### src/rtl/jk_reg_bank.sv
// Bank of WIDTH JK flip-flops with shared clock, parallel load and
// selectable JK / D / T / up-down counter behaviour.
module jk_reg_bank #(
    parameter int          WIDTH       = 4,
    parameter logic [31:0] RESET_VALUE = 32'd0
) (
    input  logic             clock,
    input  logic             reset,
    input  logic             en,
    input  logic             load,
    input  logic [1:0]       mode,
    input  logic             up,
    input  logic [WIDTH-1:0] j,
    input  logic [WIDTH-1:0] k,
    output logic [WIDTH-1:0] q,
    output logic [WIDTH-1:0] qn,
    output logic             tc
);

    localparam logic [WIDTH-1:0] LP_RESET = RESET_VALUE[WIDTH-1:0];
    localparam logic [WIDTH-1:0] LP_ONE   = WIDTH'(1);
    localparam logic [1:0]       MODE_JK  = 2'b00;
    localparam logic [1:0]       MODE_D   = 2'b01;
    localparam logic [1:0]       MODE_T   = 2'b10;
    localparam logic [1:0]       MODE_CNT = 2'b11;

    logic [WIDTH-1:0] r_q;
    logic [WIDTH-1:0] w_next;
    logic             w_tc;

    // Next-state selection for the enabled, non-load case
    always_comb begin
        w_next = r_q;
        case (mode)
            MODE_JK:  w_next = (j & ~r_q) | (~k & r_q);
            MODE_D:   w_next = j;
            MODE_T:   w_next = r_q ^ j;
            MODE_CNT: begin
                if (up) begin
                    w_next = r_q + LP_ONE;
                end else begin
                    w_next = r_q - LP_ONE;
                end
            end
            default:  w_next = r_q;
        endcase
    end

    // Terminal count flags the edge that will wrap the counter; load suppresses it
    always_comb begin
        w_tc = 1'b0;
        if ((mode == MODE_CNT) && en && !load) begin
            if (up) begin
                w_tc = &r_q;
            end else begin
                w_tc = ~|r_q;
            end
        end else begin
            w_tc = 1'b0;
        end
    end

    // State register: reset, then load, then enable-gated mode update
    always_ff @(posedge clock) begin
        if (reset) begin
            r_q <= LP_RESET;
        end else if (load) begin
            r_q <= j;
        end else if (en) begin
            r_q <= w_next;
        end else begin
            r_q <= r_q;
        end
    end

    assign q  = r_q;
    assign qn = ~r_q;
    assign tc = w_tc;

endmodule

### config.mk
export PLATFORM = sky130hd
export DESIGN_NAME = jk_reg_bank
export DESIGN_NICKNAME = d
export VERILOG_FILES = /design/src/rtl/jk_reg_bank.sv
export SDC_FILE = /design/constraint.sdc
export NUM_CORES = 1
export LEC_CHECK = 0
export CELL_PAD_IN_SITES_DETAIL_PLACEMENT = 0
export CELL_PAD_IN_SITES_GLOBAL_PLACEMENT = 1
export CORE_UTILIZATION = 26
export CTS_BUF_LIST = sky130_fd_sc_hd__clkbuf_4 sky130_fd_sc_hd__clkbuf_8 sky130_fd_sc_hd__clkbuf_16
export DETAILED_ROUTE_END_ITERATION = 7
export PLACE_DENSITY = 0.84
export SLEW_MARGIN = 30
export SYNTH_ARGS = -nofsm -noshare
export SYNTH_HDL_FRONTEND = slang
export SYNTH_SLANG_ARGS = --single-unit
export TNS_END_PERCENT = 20
### constraint.sdc
create_clock -name clock -period 2.25 [get_ports clock]
set_input_delay 0.225 -clock clock [delete_from_list [all_inputs] [get_ports clock]]
set_output_delay 0.225 -clock clock [all_outputs]
set_load 0.03 [all_outputs]
==> results of run 1 <==
area by class of cell:
class                      instances  area [µm²]
sequential                         4        80.1
timing repair buffer              24         235
fill                             185         988
inverter                           6        22.5
clock buffer                       3        22.5
tap                               25        31.3
multi-input combinational         59         384
kinds of logic (layout without fill, tap and decap cells):
group	Yosys count	in the layout	synth area share [%]
and+or+nand+nor	30	30	31.6
buffers and inverters	9	33	7.02
xor gates and xnor gates	2	2	3.51
muxes	4	4	8.27
DFF	4	4	16.0
adders and majority gates	3	3	9.02
AOI/OAI and AO/OA	20	20	24.6
layout by cell type (no fill, tap or decap), types with 2 or more instances in the layout:
cell             synthesis  layout
nand3b_1                 3       3
xnor2_1                  2       2
nor3_1                   4       4
clkbuf_4                 0       3
nor2_1                   5       5
o22ai_1                  2       2
o211ai_1                 2       2
nand2_1                  6       6
inv_1                    6       6
buf_4                    0       2
dfxtp_1                  4       4
nand2b_1                 3       3
o21ai_0                  5       5
clkdlybuf4s50_1          0      22
a21oi_1                  7       7
nand3_1                  3       3
ha_1                     2       2
nor2b_1                  2       2
nor3b_1                  2       2
mux2i_1                  3       3
worst max path at each step:
stage / start / endpoint / slack (ps) / cells after the start
finish: up / q[3] / 440 / 8
global route: up / q[3] / 370 / 8
CTS: up / q[3] / 440 / 8
detailed placement: up / q[3] / 190 / 8
global placement: up / q[3] / 220 / 8
floorplan: q[3] / tc / 240 / 4
worst max-delay path, cell delays in order:
cell	delay [ps]
clkdlybuf4s50_1	470
inv_1	80
ha_1	290
a21o_1	190
a21oi_2	140
xnor2_1	80
o211a_1	200
a211o_1	250
per-layer routing:
metal | track usage, % | up-vias
met5 | 0 | -
met4 | 3.53 | 0
met3 | 5.95 | 0
met2 | 22.6 | 17
met1 | 18.4 | 254
li1 | - | 304
where the power goes:
part / internal [mW] / switching (mW) / total (mW)
sequential: 0.0771 / 0.0115 / 0.0886
clock: 0.0598 / 0.0317 / 0.0916
combinational: 0.0752 / 0.0736 / 0.149
total: 0.212 / 0.117 / 0.329
==> results.cfg, run 1 <==
[die]
die_h_um = 45.8
core_area_um2 = 1760
dieArea_um2 = 2100
start_util_pct = 28.3
fp.dieW_um = 45.8
ios = 24
num_rows = 15

[synth]
syn_avg_cell_area_um2 = 6.93
syn_inst = 72
synth_most_common_cell = a21oi_1
syn-cell-area_um2 = 499
ys_top_cells_by_count = a21oi_1, inv_1, nand2_1
synth_edf_count = 0
yosys_warnings = 0
netlist.area_leader.share_pct = 16.0
ys_seq_area_share_pct = 16.0
synth_top_area_cell = dfxtp_1
synth_area_leaders = dfxtp_1, a21oi_1, mux2i_1
syn_nets = 90
yosys_most_used_dff = dfxtp_1
async_reset_ff_share_pct = 0
synth.distinct_cells = 27
ys_ff_latch = 4

[sta]
rsz0062_at_grt = false
layout_min_cycle_time_ps = 1810
drv_slew = 0
hold_viol = 0
finalSetupTns_ps = 0
fmaxAchievable_mhz = 554
setup_ws_ps = 445
fin_crit_sh_pct = 80.2
fin_skew_ps = 2.04
tightest_slew_ps = 403
setup_violations = 0
hold_ws_ps = 644
relSlewSlack_pct = 73.1

[drt]
drcViolationCount = 0
wl_met3_um = 73
vias = 575
drt-met1-wl_um = 653
via_per_inst = 4.75
drt_wl_total_mm = 1.31
met2_length_um = 583
dr.pass1.iters = 2
wl_per_cell_um = 10.8
ant_nets = 0
drtIter0Drc = 5
routed.top_layer = met3

[power]
powerDensity_nw_per_um2 = 424
peakVddDrop_v = 0.000321
p_leak_nw = 0.312
totalPowerFinal_mw = 0.329

[global_route]
track_usage_pct = 14.5
antenna_found_initial = 0
gr-total-overflow = 0
grt_pass1_wl_mm = 2.17
grt_pass1_vias = 522
grt_max_degree = 13

[layout]
area_delta_synth_final_pct = 55.4
post-route-util_pct = 44.0
diodes = 0
largest_reg_flops = 4
fin_nets = 116
final_cell_count_no_fill = 121
drive_above_1_share_pct = 8.33
design_area_um2 = 776

[outcome]
outcome = complete, no violations

[cts]
cts_buffer_depth = 2
clk_transition_reported_paths_ps = 40
postCtsSetupRepairBufs = 0
numCtsBuffers = 3
hold_buffers = 0
clock_latency_ps = 240
cts.sinks = 4
htree_levels = 1
cts_root_buffer = clkbuf_4
ctsResizeCount = 0
cts_tree = built

[placement]
dp_slack_ps = 189
io_buffers = 23
place_inst = 118
hpwl_mm = 1.00
placed_cell_area_um2 = 753
gp_congestion = 0.795

[critical_path]
cp.arrival_ps = 1930
start_kind = primary input
r2r-start = q[0]
endpoint_kind = flip-flop
required_ps = 2370
rrSetupSlack_ps = 510
path_max_fanout = 4
r2r_cells = 7
crit_type = primary input to flip-flop
r2r_end = q[1]

[hold_path]
min_to = q[2]
min_path_type = primary input to flip-flop
hold_start = j[2]
whs_path_depth = 3

[run]
cap_violations = 0
Note: power is estimated with default switching activity, not from simulation.
==> run 2, diff against run 1 <==
Settings changed: CORE_UTILIZATION 26 to 23, PLACE_DENSITY 0.84 to 0.8.
Clock period 2.25 ns to 1.6 ns, I/O delays scaled along.
==> results.cfg, run 2 (synthesis results as in run 1) <==
[critical_path]
cp.arrival_ps = 1700
worstPathCellList = ha_4, a21o_1, a21oi_2, xnor2_2, o211a_1, a211o_1
slowest_stage = dfxtp_4
crit_type = flip-flop to flip-flop
critical_path.max_stage_delay_ps = 370
start_kind = flip-flop
endpoint_kind = flip-flop
required_ps = 1730
rrSetupSlack_ps = 30
path_max_fanout = 3

[die]
die_h_um = 48.6
dieArea_um2 = 2360
start_util_pct = 24.9
num_rows = 16
ios = 24
core_area_um2 = 2000
fp.dieW_um = 48.6

[layout]
ff_latch_area_um2 = 90.1
drive_above_1_share_pct = 29.2
final_cell_count_no_fill = 133
n_fill_cell = 210
diodes = 0
multi_input_area_um2 = 445
largest_reg_flops = 4
layout_common_cells = clkdlybuf4s50_1, buf_4, nand2_1, a21oi_1, nor2_1
layout_commonest_cell = clkdlybuf4s50_1
area_delta_synth_final_pct = 88.5
fin_nets = 126

[power]
p_seq_share_pct = 23.4
power.internal_mw = 0.331
p_leak_nw = 0.406
p_switching_mw = 0.190
powerDensity_nw_per_um2 = 554
p_comb_share_pct = 51.4
swShare_pct = 36.5
peakVddDrop_v = 0.000309
clkPwrFrac_pct = 25.2

[sta]
fin_skew_ps = 6.15
relSlewSlack_pct = 78.4
fin_crit_sh_pct = 98.3
fmaxAchievable_mhz = 636
setup_violations = 0
drv_slew = 0
rsz0062_at_grt = true
layout_min_cycle_time_ps = 1570
hold_ws_ps = 578
tightest_slew_ps = 323
hold_viol = 0

[global_route]
gr-total-overflow = 0
grt_pass1_vias = 618
track_usage_pct = 13.7
grt_max_degree = 8
antenna_found_initial = 0
grt_pass1_wl_mm = 2.51

[drt]
drt_wl_total_mm = 1.59
via_per_inst = 4.84
ant_nets = 0
vias = 644
wl_per_cell_um = 11.9
drtIter0Drc = 10
dr.pass1.iters = 4
drcViolationCount = 0

[cts]
clock_latency_ps = 240
cts_tree = built
postCtsSetupRepairBufs = 0
cts_buffer_depth = 2
numCtsBuffers = 3
hold_buffers = 0
cts.sinks = 4
clk_transition_reported_paths_ps = 40
htree_levels = 1
cts_root_buffer = clkbuf_4

[outcome]
outcome = complete, no violations

[placement]
place_inst = 130
hpwl_mm = 1.20
io_buffers = 23
gp_congestion = 0.736

[run]
cap_violations = 0

[hold_path]
min_path_type = primary input to flip-flop
-- run 2: what timing repair did --
item / in CTS / in global routing
pin swaps: 3 / 7
endpoints found under the setup margin: 3 / 8
gates resized for setup: 5 / 13
-- run 2: worst max-delay path: cells and delay by family (launching register included) --
| kind | cells | cell delay [ps] |
|---|---|---|
| xor gates and xnor gates | 1 | 100 |
| adders and majority gates | 1 | 200 |
| DFF | 1 | 370 |
| AOI/OAI and AO/OA | 4 | 800 |
-- run 2: area by class of cell --
| cell class | instances | area share (%) |
|---|---|---|
| inverter | 6 | 3.19 |
| tap | 27 | 3.59 |
| clock buffer | 3 | 2.39 |
| timing repair buffer | 34 | 33.9 |
| multi-input combinational | 59 | 47.3 |
| sequential | 4 | 9.57 |
-- run 2: power by group through the flow --
stage          clock (mW)  sequential, mW  combinational [mW]
6_report            0.132           0.122               0.268
5_1_grt             0.138           0.123               0.291
4_1_cts             0.134           0.118               0.251
3_5_place_dp            0           0.119               0.248
3_3_place_gp            0           0.119               0.245
2_1_floorplan           0           0.139               0.109
-- run 2: per-stage QoR --
step                util [%]  total power [mW]  setup TNS (ps)  setup WS (ps)  area [µm²]
global placement        42.5             0.364            -867           -352         851
detailed placement      42.5             0.367            -937           -395         851
finish                  47.0             0.521               0           27.7         941
floorplan                  -             0.249            -405           -113         519
CTS                     44.4             0.504           -17.4          -17.4         888
global route            47.0             0.553            -138          -49.0         941
-- run 2: worst paths after layout --
| kind | start | to | cells past startpoint |
|---|---|---|---|
| min reg2reg | q[1] | q[1] | 3 |
| max reg2reg | q[1] | q[3] | 6 |
| min | j[2] | q[2] | 3 |
| max | q[1] | q[3] | 6 |
-- run 2: per-layer routing --
| layer | vias to the layer above | global-route usage, % | wire length (µm) |
|---|---|---|---|
| li1 | 325 | - | - |
| met1 | 299 | 17.1 | 738 |
| met2 | 16 | 22.5 | 740 |
| met3 | 4 | 4.72 | 91 |
| met4 | 0 | 3.43 | 19 |
| met5 | - | 0 | 0 |
==> run 3, diff against run 2 <==
Settings changed: CTS_BUF_LIST sky130_fd_sc_hd__clkbuf_4 sky130_fd_sc_hd__clkbuf_8 sky130_fd_sc_hd__clkbuf_16 to default, SKIP_LAST_GASP from default to 1, SLEW_MARGIN 30 to default.
==> results.cfg, run 3 (synthesis results as in run 1) <==
[power]
clkPwrFrac_pct = 25.8
totalPowerFinal_mw = 0.514
peakVddDrop_v = 0.000310
p_seq_share_pct = 23.4
p_leak_nw = 0.370
power.internal_mw = 0.328
swShare_pct = 36.2
p_switching_mw = 0.186
p_comb_share_pct = 50.8
powerDensity_nw_per_um2 = 563

[layout]
drive_above_1_share_pct = 27.4
ff_latch_area_um2 = 90.1
layout_common_cells = clkdlybuf4s50_1, buf_4, nand2_1, a21oi_1, nor2_1
design_area_um2 = 913
fin_nets = 126
largest_reg_flops = 4
layout_commonest_cell = clkdlybuf4s50_1
diodes = 0
n_fill_cell = 206
area_delta_synth_final_pct = 83.0
final_cell_count_no_fill = 133
multi_input_area_um2 = 425

[cts]
cts_buffer_depth = 2
postCtsSetupRepairBufs = 0
cts.sinks = 4
htree_levels = 1
clk_transition_reported_paths_ps = 40
numCtsBuffers = 3
cts_root_buffer = clkbuf_4
clock_latency_ps = 240
hold_buffers = 0
cts_tree = built

[sta]
drv_slew = 0
finalSetupTns_ps = 0
tightest_slew_ps = 316
fin_skew_ps = 4.68
hold_ws_ps = 571
hold_viol = 0
rsz0062_at_grt = true
fmaxAchievable_mhz = 631
setup_violations = 0
layout_min_cycle_time_ps = 1580
relSlewSlack_pct = 78.9
fin_crit_sh_pct = 99.0

[global_route]
antenna_found_initial = 0
grt_max_degree = 8
grt_pass1_vias = 618
track_usage_pct = 13.7
gr-total-overflow = 0
grt_pass1_wl_mm = 2.51

[die]
num_rows = 16
ios = 24
start_util_pct = 24.9
fp.dieW_um = 48.6
dieArea_um2 = 2360
core_area_um2 = 2000
die_h_um = 48.6

[critical_path]
path_max_fanout = 6
crit_type = flip-flop to output port
endpoint_kind = output port
start_kind = flip-flop
cp.arrival_ps = 1420
required_ps = 1440

[drt]
drt_wl_total_mm = 1.53
wl_per_cell_um = 11.5
via_per_inst = 4.75
drcViolationCount = 0
drtIter0Drc = 12
ant_nets = 0
dr.pass1.iters = 4
vias = 632

[placement]
io_buffers = 23
place_inst = 130
gp_congestion = 0.736
placed_cell_area_um2 = 851
hpwl_mm = 1.20

[hold_path]
min_path_type = primary input to flip-flop

[outcome]
outcome = complete, no violations

[run]
cap_violations = 0
[run 3: final timing paths]
check,slack (ps),to,cells past startpoint,startpoint
worst max-delay path,20,q[0],2,q[0]
worst min-delay path,570,q[2],3,j[2]
worst max register to register,40,q[3],6,q[1]
worst min register to register,720,q[1],3,q[1]
[run 3: power groups by stage]
stage          sequential [mW]  clock (mW)  combinational [mW]
3_3_place_gp             0.119           0               0.245
2_1_floorplan            0.139           0               0.109
3_5_place_dp             0.119           0               0.248
6_report                 0.121       0.133               0.261
4_1_cts                  0.118       0.134               0.253
5_1_grt                  0.122       0.138               0.283
[run 3: worst max-delay path, cell delays in order (launching register included)]
cell and delay [ps]:
dfxtp_4 350, buf_4 150, clkdlybuf4s50_1 680
[run 3: per-layer routing]
metal | GRT usage (%) | vias to the layer above | part of all wire, % | routed length (µm)
met3 | 4.72 | 2 | 5.3 | 81
met5 | 0 | - | 0 | 0
met4 | 3.43 | 0 | 0.46 | 7
li1 | - | 325 | - | -
met2 | 22.5 | 22 | 47 | 719
met1 | 17.1 | 283 | 47 | 725
[run 3: repair_timing]
action,in CTS,in global routing
pin swaps,2,5
gates resized for setup,4,7
endpoints found under the setup margin,3,9
[run 3: cell type report]
cell class	instances	area share, %
clock buffers	3	2.47
flip-flops and latches	4	9.86
multi-input cells	59	46.6
repair buffers	34	34.1
inverters	6	3.29
well taps	27	3.70
[run 3: through the flow]
step | util [%] | setup WS, ps
CTS | 44.4 | -17.4
detailed placement | 42.5 | -395
floorplan | - | -113
global placement | 42.5 | -352
finish | 45.6 | 16.3
global route | 45.6 | -39.8
==> edit: new RTL, flow settings as in run 3 <==
Make the reset (`reset`) asynchronous in one clocked block.
--- a/src/rtl/jk_reg_bank.sv
+++ b/src/rtl/jk_reg_bank.sv
@@ -62,5 +62,5 @@
 
     // State register: reset, then load, then enable-gated mode update
-    always_ff @(posedge clock) begin
+    always_ff @(posedge clock or posedge reset) begin
         if (reset) begin
             r_q <= LP_RESET;
Behaviour: differs if reset is asserted again (counterexample within 4 cycles, from zero or initial values and one cycle with reset high); with reset held inactive, the same outputs for 10 cycles.
==> edit against run 3 <==
The flow now finishes with violations (setup timing). First-iteration DRC count down 67%. Sequential cell count unchanged. Die area is 3.4% lower. Total power is 11% higher. Cell count fell by 6.0%. Final area decreased by 7.5%. Sequential power rose by 6%. Area after synthesis fell by 3.5%. Setup slack lost 0.065 ns. Routed wire length decreased by 5.1%. Sequential share of layout area is 2.4 points higher. Hold slack got worse by 0.48 ns. Count of clock-buffer cells in the layout increased by 1. Via count is 7.0% lower. Critical endpoint is now q[3]$_DFFE_PP0P_. Largest cell class unchanged.
==> edit: results (changes against run 3) <==
Setup TNS = -0.1369 ns (-0.1369 ns)
Maximum fanout along the worst path = 3 (-3)
Critical Path AT = 1.81 ns (+0.39 ns)
Post-synth top cells = 11 x a21oi_1, 8 x inv_1, 4 x dfrtp_1, 4 x nor3_1
FILL cells = 222 (+7.8%)
Top_reg_cell synth = dfrtp_1
Post-synth cell types = 30 (+11%)
M1 WL = 632 um (-13%)
Failing checks = setup timing
Worst IR Drop VDD = 0.3155 mV (+1.7%)
PostCTS Resize Cnt = 1 (-3)
Clock-cell share = 3.111% (+0.65 points)
Worst Hold Class = primary input to async pin
M3 GR Usage = 3.396% (-1.3 points)
Final instance area = 844.6 um2 (-7.5%)
FFs & Latches = 4 (unchanged)
Fraction of layout cells with a size suffix above 1 = 25.51% (-1.8 points)
Vias in the first global route = 583 (-5.7%)
Status = finished, violations left
Combinational power = 0.000295 W (+13%)
Met2 WL post-DR = 714 um (-0.70%)
Avg Vias per Cell = 4.704 (-1.0%)
Final setup vio count = 5 (+5)
Seq. pwr = 0.000128 W (+6%)
Critical path's largest stage delay = 0.48 ns (-0.20 ns)
Non-clock buffering overhead = 36.89% (+2.8 points)
Switching Share = 37.89% (+1.7 points)
Fraction of area in registers = 12.30% (+2.4 points)
Worst clock skew = 0.008148 ns (+0.003470 ns)
Avg Cell Area, Syn = 7.646 um2 (+10%)
Vias = 588 (-7.0%)
Cell total after placement = 121 (-6.9%)
Setup ws final = -0.04871 ns (-0.06505 ns)
Met3 WL = 82 um (+1.2%)
Mapped Nets = 81 (-10%)
Top post-synthesis cells by area = dfrtp_1 21%, a21oi_1 11%, inv_1 6.2%, ha_1 5.2%, fa_1 4.2%
Sequential element share of the synthesized area = 20.78% (+4.7 points)
Drt wl/cell = 11.64 um (+0.92%)
Layout net count = 117 (-7.1%)
## edit: cell types whose count changed after synthesis, sizes merged, moves of 3 or more
cell and delta:
mux2i -3, nand2 -4, o21ai -3, dfxtp -4, nand3b -3, dfrtp +4
a21oi +3
## edit: path summary, 6_finish.rpt
path	startpoint	to	slack [ns]	depth (start not counted)
worst min register to register	q[1]$_DFFE_PP0P_	q[1]$_DFFE_PP0P_	0.72	2
worst max register to register	q[2]$_DFFE_PP0P_	q[3]$_DFFE_PP0P_	0.05	5
min in group clock	j[1]	q[1]$_DFFE_PP0P_	0.54	3
worst min-delay path	reset	q[0]$_DFFE_PP0P_	0.09	2
worst max-delay path	up	q[3]$_DFFE_PP0P_	-0.05	7
max in group asynchronous	reset	q[2]$_DFFE_PP0P_	1.33	2
## edit: logic make-up after synthesis
group	after synthesis	share of synthesized area, %
compound gates	21	27.54
simple gates	20	22.86
buf+inv	11	10.39
flops	4	20.78
fa+ha+maj	3	9.350
xor+xnor	2	3.637
mux	2	5.453
